### config.mk
export PLATFORM = sky130hd
export DESIGN_NAME = morse_rx_decoder
export DESIGN_NICKNAME = d
export VERILOG_FILES = /design/src/rtl/morse_pkg.sv /design/src/rtl/morse_decode_lut.sv /design/src/rtl/morse_rx_decoder.sv
export SDC_FILE = /design/constraint.sdc
export NUM_CORES = 1
export LEC_CHECK = 0
export BUFFER_PORTS_ARGS = -buffer_cell sky130_fd_sc_hd__buf_4
export CAP_MARGIN = 25
export CELL_PAD_IN_SITES_DETAIL_PLACEMENT = 0
export CELL_PAD_IN_SITES_GLOBAL_PLACEMENT = 1
export CORE_ASPECT_RATIO = 0.5
export CORE_MARGIN = 2
export CORE_UTILIZATION = 40
export CTS_CLUSTER_SIZE = 30
export DETAILED_ROUTE_END_ITERATION = 16
export PLACE_DENSITY = 0.82
export SETUP_SLACK_MARGIN = 0.4
export SYNTH_ARGS = -nofsm -noshare
export SYNTH_HDL_FRONTEND = slang
export SYNTH_SLANG_ARGS = --single-unit
### constraint.sdc
create_clock -name clk_i -period 1.8 [get_ports clk_i]
set_input_delay 0.18 -clock clk_i [delete_from_list [all_inputs] [get_ports clk_i]]
set_output_delay 0.18 -clock clk_i [all_outputs]
set_load 0.01 [all_outputs]
### src/rtl/morse_pkg.sv
`default_nettype none
// +------------------------------------------------------------------+
// | morse_pkg                                                        |
// | Letter encodings, symbol table and FSM states for the Morse path |
// | Rev 1.0                                                          |
// +------------------------------------------------------------------+
package morse_pkg;

    localparam int CODE_W      = 5;
    localparam int LEN_W       = 3;
    localparam int MAX_SYMBOLS = 4;
    localparam int SYM_IDX_W   = $clog2(MAX_SYMBOLS);
    localparam int NUM_LETTERS = 8;

    typedef enum logic [2:0] {
        LTR_A = 3'd0,
        LTR_B = 3'd1,
        LTR_C = 3'd2,
        LTR_D = 3'd3,
        LTR_E = 3'd4,
        LTR_F = 3'd5,
        LTR_G = 3'd6,
        LTR_H = 3'd7
    } letter_t;

    typedef struct packed {
        logic [LEN_W-1:0]  len;
        logic [CODE_W-1:0] code;
    } morse_sym_t;

    // Indexed by letter_t; len is symbol count minus 1, bit i of code is symbol i (1 = dash)
    localparam morse_sym_t MORSE_TABLE [NUM_LETTERS] = '{
        '{3'd1, 5'b00010},
        '{3'd3, 5'b00001},
        '{3'd3, 5'b00101},
        '{3'd2, 5'b00001},
        '{3'd0, 5'b00000},
        '{3'd3, 5'b00100},
        '{3'd2, 5'b00011},
        '{3'd3, 5'b00000}
    };

    typedef enum logic [1:0] {
        ST_ARM   = 2'd0,
        ST_IDLE  = 2'd1,
        ST_MARK  = 2'd2,
        ST_SPACE = 2'd3
    } rx_state_t;

endpackage
`default_nettype wire

### src/rtl/morse_decode_lut.sv
`default_nettype none
// +------------------------------------------------------------------+
// | morse_decode_lut                                                 |
// | Combinational (len, code) -> letter lookup with hit flag         |
// | Rev 1.0                                                          |
// +------------------------------------------------------------------+
module morse_decode_lut
    import morse_pkg::*;
(
    input  logic [CODE_W-1:0] code_i,
    input  logic [LEN_W-1:0]  len_i,
    output letter_t           letter_o,
    output logic              hit_o
);

    always_comb begin
        letter_o = LTR_A;
        hit_o    = 1'b0;
        for (int i = 0; i < NUM_LETTERS; i++) begin
            if (MORSE_TABLE[i] == {len_i, code_i}) begin
                hit_o    = 1'b1;
                letter_o = letter_t'(i[2:0]);
            end
        end
    end

endmodule
`default_nettype wire

### src/rtl/morse_rx_decoder.sv
`default_nettype none
// +------------------------------------------------------------------+
// | morse_rx_decoder                                                 |
// | Times a keyed line into dots/dashes and decodes letters A..H     |
// | Rev 1.0                                                          |
// +------------------------------------------------------------------+
module morse_rx_decoder
    import morse_pkg::*;
#(
    parameter int UNIT_CYCLES    = 4,
    parameter int DASH_UNITS     = 2,
    parameter int GAP_UNITS      = 2,
    parameter int MAX_MARK_UNITS = 5
) (
    input  logic              clk_i,
    input  logic              rst_ni,
    input  logic              key_i,
    output logic [2:0]        letter_o,
    output logic [CODE_W-1:0] code_o,
    output logic [LEN_W-1:0]  len_o,
    output logic              valid_o,
    output logic              err_o,
    output logic              busy_o
);

    localparam int DASH_CYC = DASH_UNITS * UNIT_CYCLES;
    localparam int GAP_CYC  = GAP_UNITS * UNIT_CYCLES;
    localparam int MAXM_CYC = MAX_MARK_UNITS * UNIT_CYCLES;
    localparam int CNT_MAX  = (MAXM_CYC > GAP_CYC) ? MAXM_CYC : GAP_CYC;
    localparam int CNT_W    = $clog2(CNT_MAX + 1);

    localparam logic [CNT_W-1:0] DASH_C   = CNT_W'(DASH_CYC);
    localparam logic [CNT_W-1:0] GAP_C    = CNT_W'(GAP_CYC);
    localparam logic [CNT_W-1:0] MAXM_C   = CNT_W'(MAXM_CYC);
    localparam logic [CNT_W-1:0] SETTLE_C = CNT_W'(2);
    localparam logic [LEN_W-1:0] SYM_LIM  = LEN_W'(MAX_SYMBOLS);
    localparam logic [LEN_W-1:0] SYM_SAT  = LEN_W'(MAX_SYMBOLS + 1);

    logic                   sync1_q;
    logic                   key_s_q;
    rx_state_t              state_q, state_d;
    logic [CNT_W-1:0]       mark_cnt_q, mark_cnt_d;
    logic [CNT_W-1:0]       space_cnt_q, space_cnt_d;
    logic [LEN_W-1:0]       sym_cnt_q, sym_cnt_d;
    logic [MAX_SYMBOLS-1:0] sym_q, sym_d;
    logic                   long_q, long_d;
    logic                   ovf_q, ovf_d;
    letter_t                letter_q, letter_d;
    logic [CODE_W-1:0]      code_q, code_d;
    logic [LEN_W-1:0]       len_q, len_d;
    logic                   valid_q, valid_d;
    logic                   err_q, err_d;

    logic [CODE_W-1:0]      cap_code;
    logic [LEN_W-1:0]       cap_len;
    letter_t                lut_letter;
    logic                   lut_hit;

    assign cap_code = {{(CODE_W-MAX_SYMBOLS){1'b0}}, sym_q};
    assign cap_len  = sym_cnt_q - LEN_W'(1);

    morse_decode_lut u_lut (
        .code_i   (cap_code),
        .len_i    (cap_len),
        .letter_o (lut_letter),
        .hit_o    (lut_hit)
    );

    always_ff @(posedge clk_i) begin
        if (!rst_ni) begin
            sync1_q     <= 1'b0;
            key_s_q     <= 1'b0;
            state_q     <= ST_ARM;
            mark_cnt_q  <= '0;
            space_cnt_q <= '0;
            sym_cnt_q   <= '0;
            sym_q       <= '0;
            long_q      <= 1'b0;
            ovf_q       <= 1'b0;
            letter_q    <= LTR_A;
            code_q      <= '0;
            len_q       <= '0;
            valid_q     <= 1'b0;
            err_q       <= 1'b0;
        end else begin
            sync1_q     <= key_i;
            key_s_q     <= sync1_q;
            state_q     <= state_d;
            mark_cnt_q  <= mark_cnt_d;
            space_cnt_q <= space_cnt_d;
            sym_cnt_q   <= sym_cnt_d;
            sym_q       <= sym_d;
            long_q      <= long_d;
            ovf_q       <= ovf_d;
            letter_q    <= letter_d;
            code_q      <= code_d;
            len_q       <= len_d;
            valid_q     <= valid_d;
            err_q       <= err_d;
        end
    end

    always_comb begin
        state_d     = state_q;
        mark_cnt_d  = mark_cnt_q;
        space_cnt_d = space_cnt_q;
        sym_cnt_d   = sym_cnt_q;
        sym_d       = sym_q;
        long_d      = long_q;
        ovf_d       = ovf_q;
        letter_d    = letter_q;
        code_d      = code_q;
        len_d       = len_q;
        valid_d     = 1'b0;
        err_d       = 1'b0;

        case (state_q)
            ST_ARM: begin
                // Synchroniser flops restart at 0, so let real samples flush through
                // before trusting key_s; a key held across reset then stays ignored.
                if (mark_cnt_q < SETTLE_C) begin
                    mark_cnt_d = mark_cnt_q + CNT_W'(1);
                end else if (!key_s_q) begin
                    state_d    = ST_IDLE;
                    mark_cnt_d = '0;
                end
            end
            ST_IDLE: begin
                if (key_s_q) begin
                    state_d    = ST_MARK;
                    mark_cnt_d = CNT_W'(1);
                    sym_cnt_d  = '0;
                    sym_d      = '0;
                    long_d     = 1'b0;
                    ovf_d      = 1'b0;
                end
            end
            ST_MARK: begin
                if (key_s_q) begin
                    if (mark_cnt_q != MAXM_C) begin
                        mark_cnt_d = mark_cnt_q + CNT_W'(1);
                    end
                    if (mark_cnt_q >= MAXM_C - CNT_W'(1)) begin
                        long_d = 1'b1;
                    end
                end else begin
                    if (sym_cnt_q < SYM_LIM) begin
                        sym_d[sym_cnt_q[SYM_IDX_W-1:0]] = (mark_cnt_q >= DASH_C);
                    end else begin
                        ovf_d = 1'b1;
                    end
                    if (sym_cnt_q != SYM_SAT) begin
                        sym_cnt_d = sym_cnt_q + LEN_W'(1);
                    end
                    state_d     = ST_SPACE;
                    space_cnt_d = CNT_W'(1);
                end
            end
            ST_SPACE: begin
                if (space_cnt_q >= GAP_C) begin
                    state_d = ST_IDLE;
                    code_d  = cap_code;
                    len_d   = cap_len;
                    if (lut_hit && !long_q && !ovf_q) begin
                        valid_d  = 1'b1;
                        letter_d = lut_letter;
                    end else begin
                        err_d = 1'b1;
                    end
                end else if (key_s_q) begin
                    state_d    = ST_MARK;
                    mark_cnt_d = CNT_W'(1);
                end else begin
                    space_cnt_d = space_cnt_q + CNT_W'(1);
                end
            end
            default: state_d = ST_ARM;
        endcase
    end

    assign letter_o = letter_q;
    assign code_o   = code_q;
    assign len_o    = len_q;
    assign valid_o  = valid_q;
    assign err_o    = err_q;
    assign busy_o   = (state_q == ST_MARK) || (state_q == ST_SPACE);

endmodule
`default_nettype wire

==> results of run 1 <==
registers in the layout (all words and copies together), names as in the netlist:
| register | count |
|---|---|
| key_s_q | 1 |
| sym_q | 4 |
| letter_o | 3 |
| sync1_q | 1 |
| valid_o | 1 |
| long_q | 1 |
| state_q | 2 |
| err_o | 1 |
| sym_cnt_q | 3 |
| space_cnt_q | 5 |
| code_o | 4 |
| len_o | 3 |
| mark_cnt_q | 5 |
| ovf_q | 1 |
metrics by stage:
| step | utilization | power [mW] | hold slack (ns) | std cells |
|---|---|---|---|---|
| 3_5_place_dp | 0.4692 | 1.270 | 0.3918 | 280 |
| 5_1_grt | 0.5640 | 2.244 | 0.09021 | 310 |
| 2_1_floorplan | - | 1.196 | 0.3073 | 214 |
| 4_1_cts | 0.5376 | 2.056 | 0.09312 | 304 |
| 3_3_place_gp | 0.4692 | 1.264 | 0.3922 | 280 |
| 6_report | 0.5640 | 2.136 | 0.09987 | 310 |
area by class of cell:
class	instances	area, um2
multi-input cells	157	1215
inverters	11	46.29
clock buffers	8	100.1
repair buffers	42	344.1
fillers	388	1938
flip-flops and latches	35	730.7
well taps	57	71.32
kinds of logic after synthesis:
kind of cell / share of synthesized area
compound gates: 0.2321
xor+xnor: 0.02817
fa+ha+maj: 0.08048
buf+inv: 0.05701
flops: 0.3756
mux: 0.02146
other cells: 0.002010
simple gates: 0.2032
per-layer routing:
layer / wire (um) / track usage
met5: 0 / 0
met3: 216 / 0.04400
met1: 2303 / 0.2514
met2: 2134 / 0.2778
met4: 60 / 0.06164
worst paths after layout:
| check | start | endpoint | slack, ns |
|---|---|---|---|
| worst max register to register | sym_cnt_q[0] | letter_o[1] | 0.24 |
| worst min register to register | sync1_q | key_s_q | 0.44 |
| worst min-delay path | key_i | sync1_q | 0.1 |
| worst max-delay path | sym_cnt_q[0] | letter_o[1] | 0.24 |
Yosys cell counts, types with 2 or more instances:
cell type / n / area share
nor3b_1: 2 / 0.0080
nor3_1: 6 / 0.016
nor2b_1: 4 / 0.013
a31oi_1: 2 / 0.0067
buf_4: 2 / 0.0080
a211oi_1: 6 / 0.024
nand2_1: 16 / 0.032
or4_1: 2 / 0.0080
ha_1: 12 / 0.080
clkbuf_1: 5 / 0.010
nand2b_1: 4 / 0.013
and2_1: 2 / 0.0067
dfxtp_1: 35 / 0.38
nand3_1: 6 / 0.016
o21ai_0: 6 / 0.016
xnor2_1: 3 / 0.014
mux2i_1: 4 / 0.021
inv_1: 10 / 0.020
a311oi_1: 5 / 0.023
o21ai_1: 6 / 0.016
nor2_1: 23 / 0.046
buf_2: 4 / 0.011
xor2_1: 3 / 0.014
a21oi_1: 19 / 0.051
a41oi_1: 3 / 0.014
what timing repair did:
| action | CTS | global route |
|---|---|---|
| resized for setup | 24 | 14 |
| setup buffers | 15 | 6 |
| pin swaps | 14 | 13 |
| setup endpoints to repair | 26 | 19 |
| gates cloned | 1 | 0 |
report_power, final:
| part | leakage, nW | switching [mW] | internal [mW] |
|---|---|---|---|
| registers | 0.289 | 0.0610 | 0.822 |
| clock network | 0.0515 | 0.296 | 0.350 |
| logic | 0.628 | 0.297 | 0.310 |
worst max-delay path, delay by kind of cell, from the launching register on:
family,cells,cell delay (ns)
AND/OR/NAND/NOR,1,0.43
flip-flops,1,0.37
multiplexers,2,0.21
AO/OA/AOI/OAI,2,0.20
adder cells (fa/ha/maj),1,0.16
buffers and inverters,1,0.08
==> reports/qor.yml, run 1 <==
path_cells: "inv_4, ha_4, mux2i_2, or4_4, o31ai_4, o21ai_2, mux2i_1"
max_stage_delay_ns: 0.43
grt_overflow: 0
finalHoldViolCount: 0
cts.clk_slew.worst_paths_ns: 0.08
maxSlewViolCount: 0
hold_depth: 2
die_h_um: 52.29
port_buffers: 15
final_cell_mix: "39 x buf_4, 25 x dfxtp_1, 21 x nor2_1"
ys.flop_type: "dfxtp_1"
finalCritPeriodShare: 0.8640
drv_cap: 0
post-place-ws_ns: 0.1839
grt_pass1_wl_mm: 7.265
cts_hold_buf: 0
routedWlPerCell_um: 15.21
clock_skew_ns: 0.01095
clock_path_buffers: 2
synth_warnings: 0
antenna_found_initial: 0
period_needed_ns: 1.555
worstPathRequired_ns: 1.99
setup_slack_ns: 0.2448
die_area_um2: 5259
cp_slowest_cell: "or4_4"
critical_path_arrival_ns: 1.74
netlist_area_um2: 1866
grt_usage: 0.1816
die_width_um: 100.6
syn_avg_cell_area_um2: 8.717
drive_gt1_frac: 0.3676
drt_iter0_drc: 77
rsz0062_at_grt: "true"
ys_ff_latch: 35
numCtsBuffers: 5
cellLeakagePower_nw: 0.9687
antenna_cells: 0
worstSetupPathType: "reg2reg"
synth_edf_count: 0
drc: 0
firstDrtPassIters: 4
ys_types: 49
dpl-instance-area_um2: 2086
vias_per_cell: 5.439
start_util: 0.4196
cp_max_fo: 6
ir_drop_mv: 0.4045
end_kind: "register"
clk_latency_ns: 0.29
ff2ff_path_depth: 7
ys_seq_area_frac: 0.3756
core-area_um2: 4446
hpwl_mm: 2.870
finalInstanceArea_um2: 2507
ant_nets: 0
dr_total_vias: 1686
p_per_area_nw_per_um2: 851.8
fmax_mhz: 643.0
syn_to_final_growth_pct: 34.41
grt_max_degree: 18
cts.sinks: 35
fp-row-count: 17
htreeDepth: 2
tns_ns: 0
nets: 267
grt_pass1_vias: 1491
ios: 17
cts-root-buf: "clkbuf_8"
status: "finished, final reports clean"
synthesis.nets: 229
wl_mm: 4.715
async_flop_share: 0
gp_congestion: 0.7689
cts_tree: "yes"
hold_class: "in2reg"
syn_inst: 214
layout_commonest_cell: "buf_4"
cp-start-kind: "register"
setup_viol: 0
(Power assumes the default switching activity.)
==> inputs of run 2 (changes only) <==
- PLACE_DENSITY: 0.82 -> unset
- PLACE_DENSITY_LB_ADDON: unset -> 0.05
==> reports/qor.yml, run 2 (same netlist as run 1, synthesis figures left out) <==
holdWs_ns: 0.09824
power.internal_mw: 1.421
hold_class: "in2reg"
finalHoldViolCount: 0
wl_mm: 4.743
period_needed_ns: 1.540
reg_top3: "mark_cnt_q x5, space_cnt_q x5"
clock_skew_ns: 0.005718
die_h_um: 52.29
syn_to_final_growth_pct: 35.88
grt_pass1_wl_mm: 7.645
cellLeakagePower_nw: 0.9736
gp_congestion: 0.8249
die_width_um: 100.6
p_sw_frac: 0.3181
cts_tree: "yes"
clock_path_buffers: 2
ir_drop_mv: 0.7386
switching_power_mw: 0.6627
cp_max_fo: 6
cp-start-kind: "register"
firstDrtPassIters: 4
dp.cells: 282
reg2reg_to: "letter_o[1]"
start_util: 0.4196
antenna_cells: 0
finalCritPeriodShare: 0.8555
grt_overflow: 0
drive_gt1_frac: 0.3976
final_cell_mix: "40 x buf_4, 24 x dfxtp_1, 21 x nor2_1"
rr_startpoint: "sym_cnt_q[0]"
maxSlewViolCount: 0
ios: 17
cts-root-buf: "clkbuf_8"
worstPathRequired_ns: 1.98
antenna_found_initial: 0
drc: 0
ff2ff_path_depth: 7
cp-startpoint: "sym_cnt_q[0]"
numCtsBuffers: 5
core-area_um2: 4446
r2r_slack_ns: 0.26
fp-row-count: 17
status: "finished, final reports clean"
hpwl_mm: 3.083
worstSetupPathType: "reg2reg"
setup_viol: 0
htreeDepth: 2
grt_usage: 0.1925
die_area_um2: 5259
cts_hold_buf: 0
ant_nets: 0
clk_latency_ns: 0.29
layout_commonest_cell: "buf_4"
p_clk_frac: 0.269
port_buffers: 15
rsz0062_at_grt: "true"
min_from: "key_i"
grt_max_degree: 18
routedWlPerCell_um: 15.25
grt_pass1_vias: 1575
endpoint: "letter_o[1]"
p_comb_frac: 0.307
cts.clk_slew.worst_paths_ns: 0.07
critical_path_arrival_ns: 1.72
tns_ns: 0
dr_total_vias: 1677
drv_cap: 0
cts.sinks: 35
end_kind: "register"
fmax_mhz: 649.4
drt_iter0_drc: 46
instances_no_fill: 311
p_per_area_nw_per_um2: 821.9
vias_per_cell: 5.392
seqPwrFrac: 0.423
nets: 268
total_power_mw: 2.083
final_core_util: 0.5702
[run 2: cell count changes in the layout (fill, tap and decap cells not counted), moves of 2 or more]
cell / delta
a311oi_1: -3
a311oi_2: +3
o21ai_2: +3
buf_6: +2
clkbuf_8: -2
dfxtp_2: +2
ha_4: +2
inv_2: -2
[run 2: cell type report]
| cell class | instances | area, um2 |
|---|---|---|
| fillers | 405 | 1911 |
| multi-input cells | 156 | 1250 |
| flip-flops and latches | 35 | 729.5 |
| repair buffers | 44 | 354.1 |
| clock buffers | 7 | 76.32 |
| well taps | 57 | 71.32 |
| inverters | 11 | 48.80 |
| clock inverters | 1 | 5.005 |
[run 2: power groups by stage]
stage	Combinational (mW)	Clock [mW]	Sequential [mW]
final	0.640	0.561	0.882
after global routing	0.695	0.613	0.890
after CTS	0.519	0.578	0.887
after detailed placement	0.374	0	0.902
after global placement	0.374	0	0.901
after floorplan	0.313	0	0.884
[run 2: metal layers]
layer / wire length (um) / share of wire / up-vias / global-route usage
li1: - / - / 845 / -
met4: 58 / 0.012 / 0 / 0.07763
met1: 2391 / 0.50 / 795 / 0.2571
met5: 0 / 0 / - / 0
met3: 225 / 0.047 / 7 / 0.05333
met2: 2067 / 0.44 / 30 / 0.2956
[run 2: what timing repair did]
action / in CTS / in global routing
resized for setup: 22 / 28
pin swaps: 19 / 16
setup endpoints to repair: 20 / 22
buffers inserted: 18 / 3
[run 2: metrics by stage]
stage	area [um2]	setup slack [ns]
2_1_floorplan	1922	0.3090
3_3_place_gp	2101	0.1867
3_5_place_dp	2101	0.1646
4_1_cts	2396	0.2565
5_1_grt	2535	0.1655
6_report	2535	0.2600
[run 2: worst min path at each step]
stage	depth (start not counted)	slack [ns]	end
detailed placement	2	0.39	sync1_q
global route	2	0.09	sync1_q
finish	2	0.1	sync1_q
floorplan	1	0.31	sync1_q
CTS	2	0.09	sync1_q
global placement	2	0.39	sync1_q
[run 2: worst max-delay path, stage by stage, from the launching register on]
cell and delay [ns]:
dfxtp_4 0.37, inv_4 0.08, ha_4 0.15, mux2i_1 0.07, or4_4 0.43, o31ai_4 0.10
o21ai_2 0.11, mux2i_1 0.12
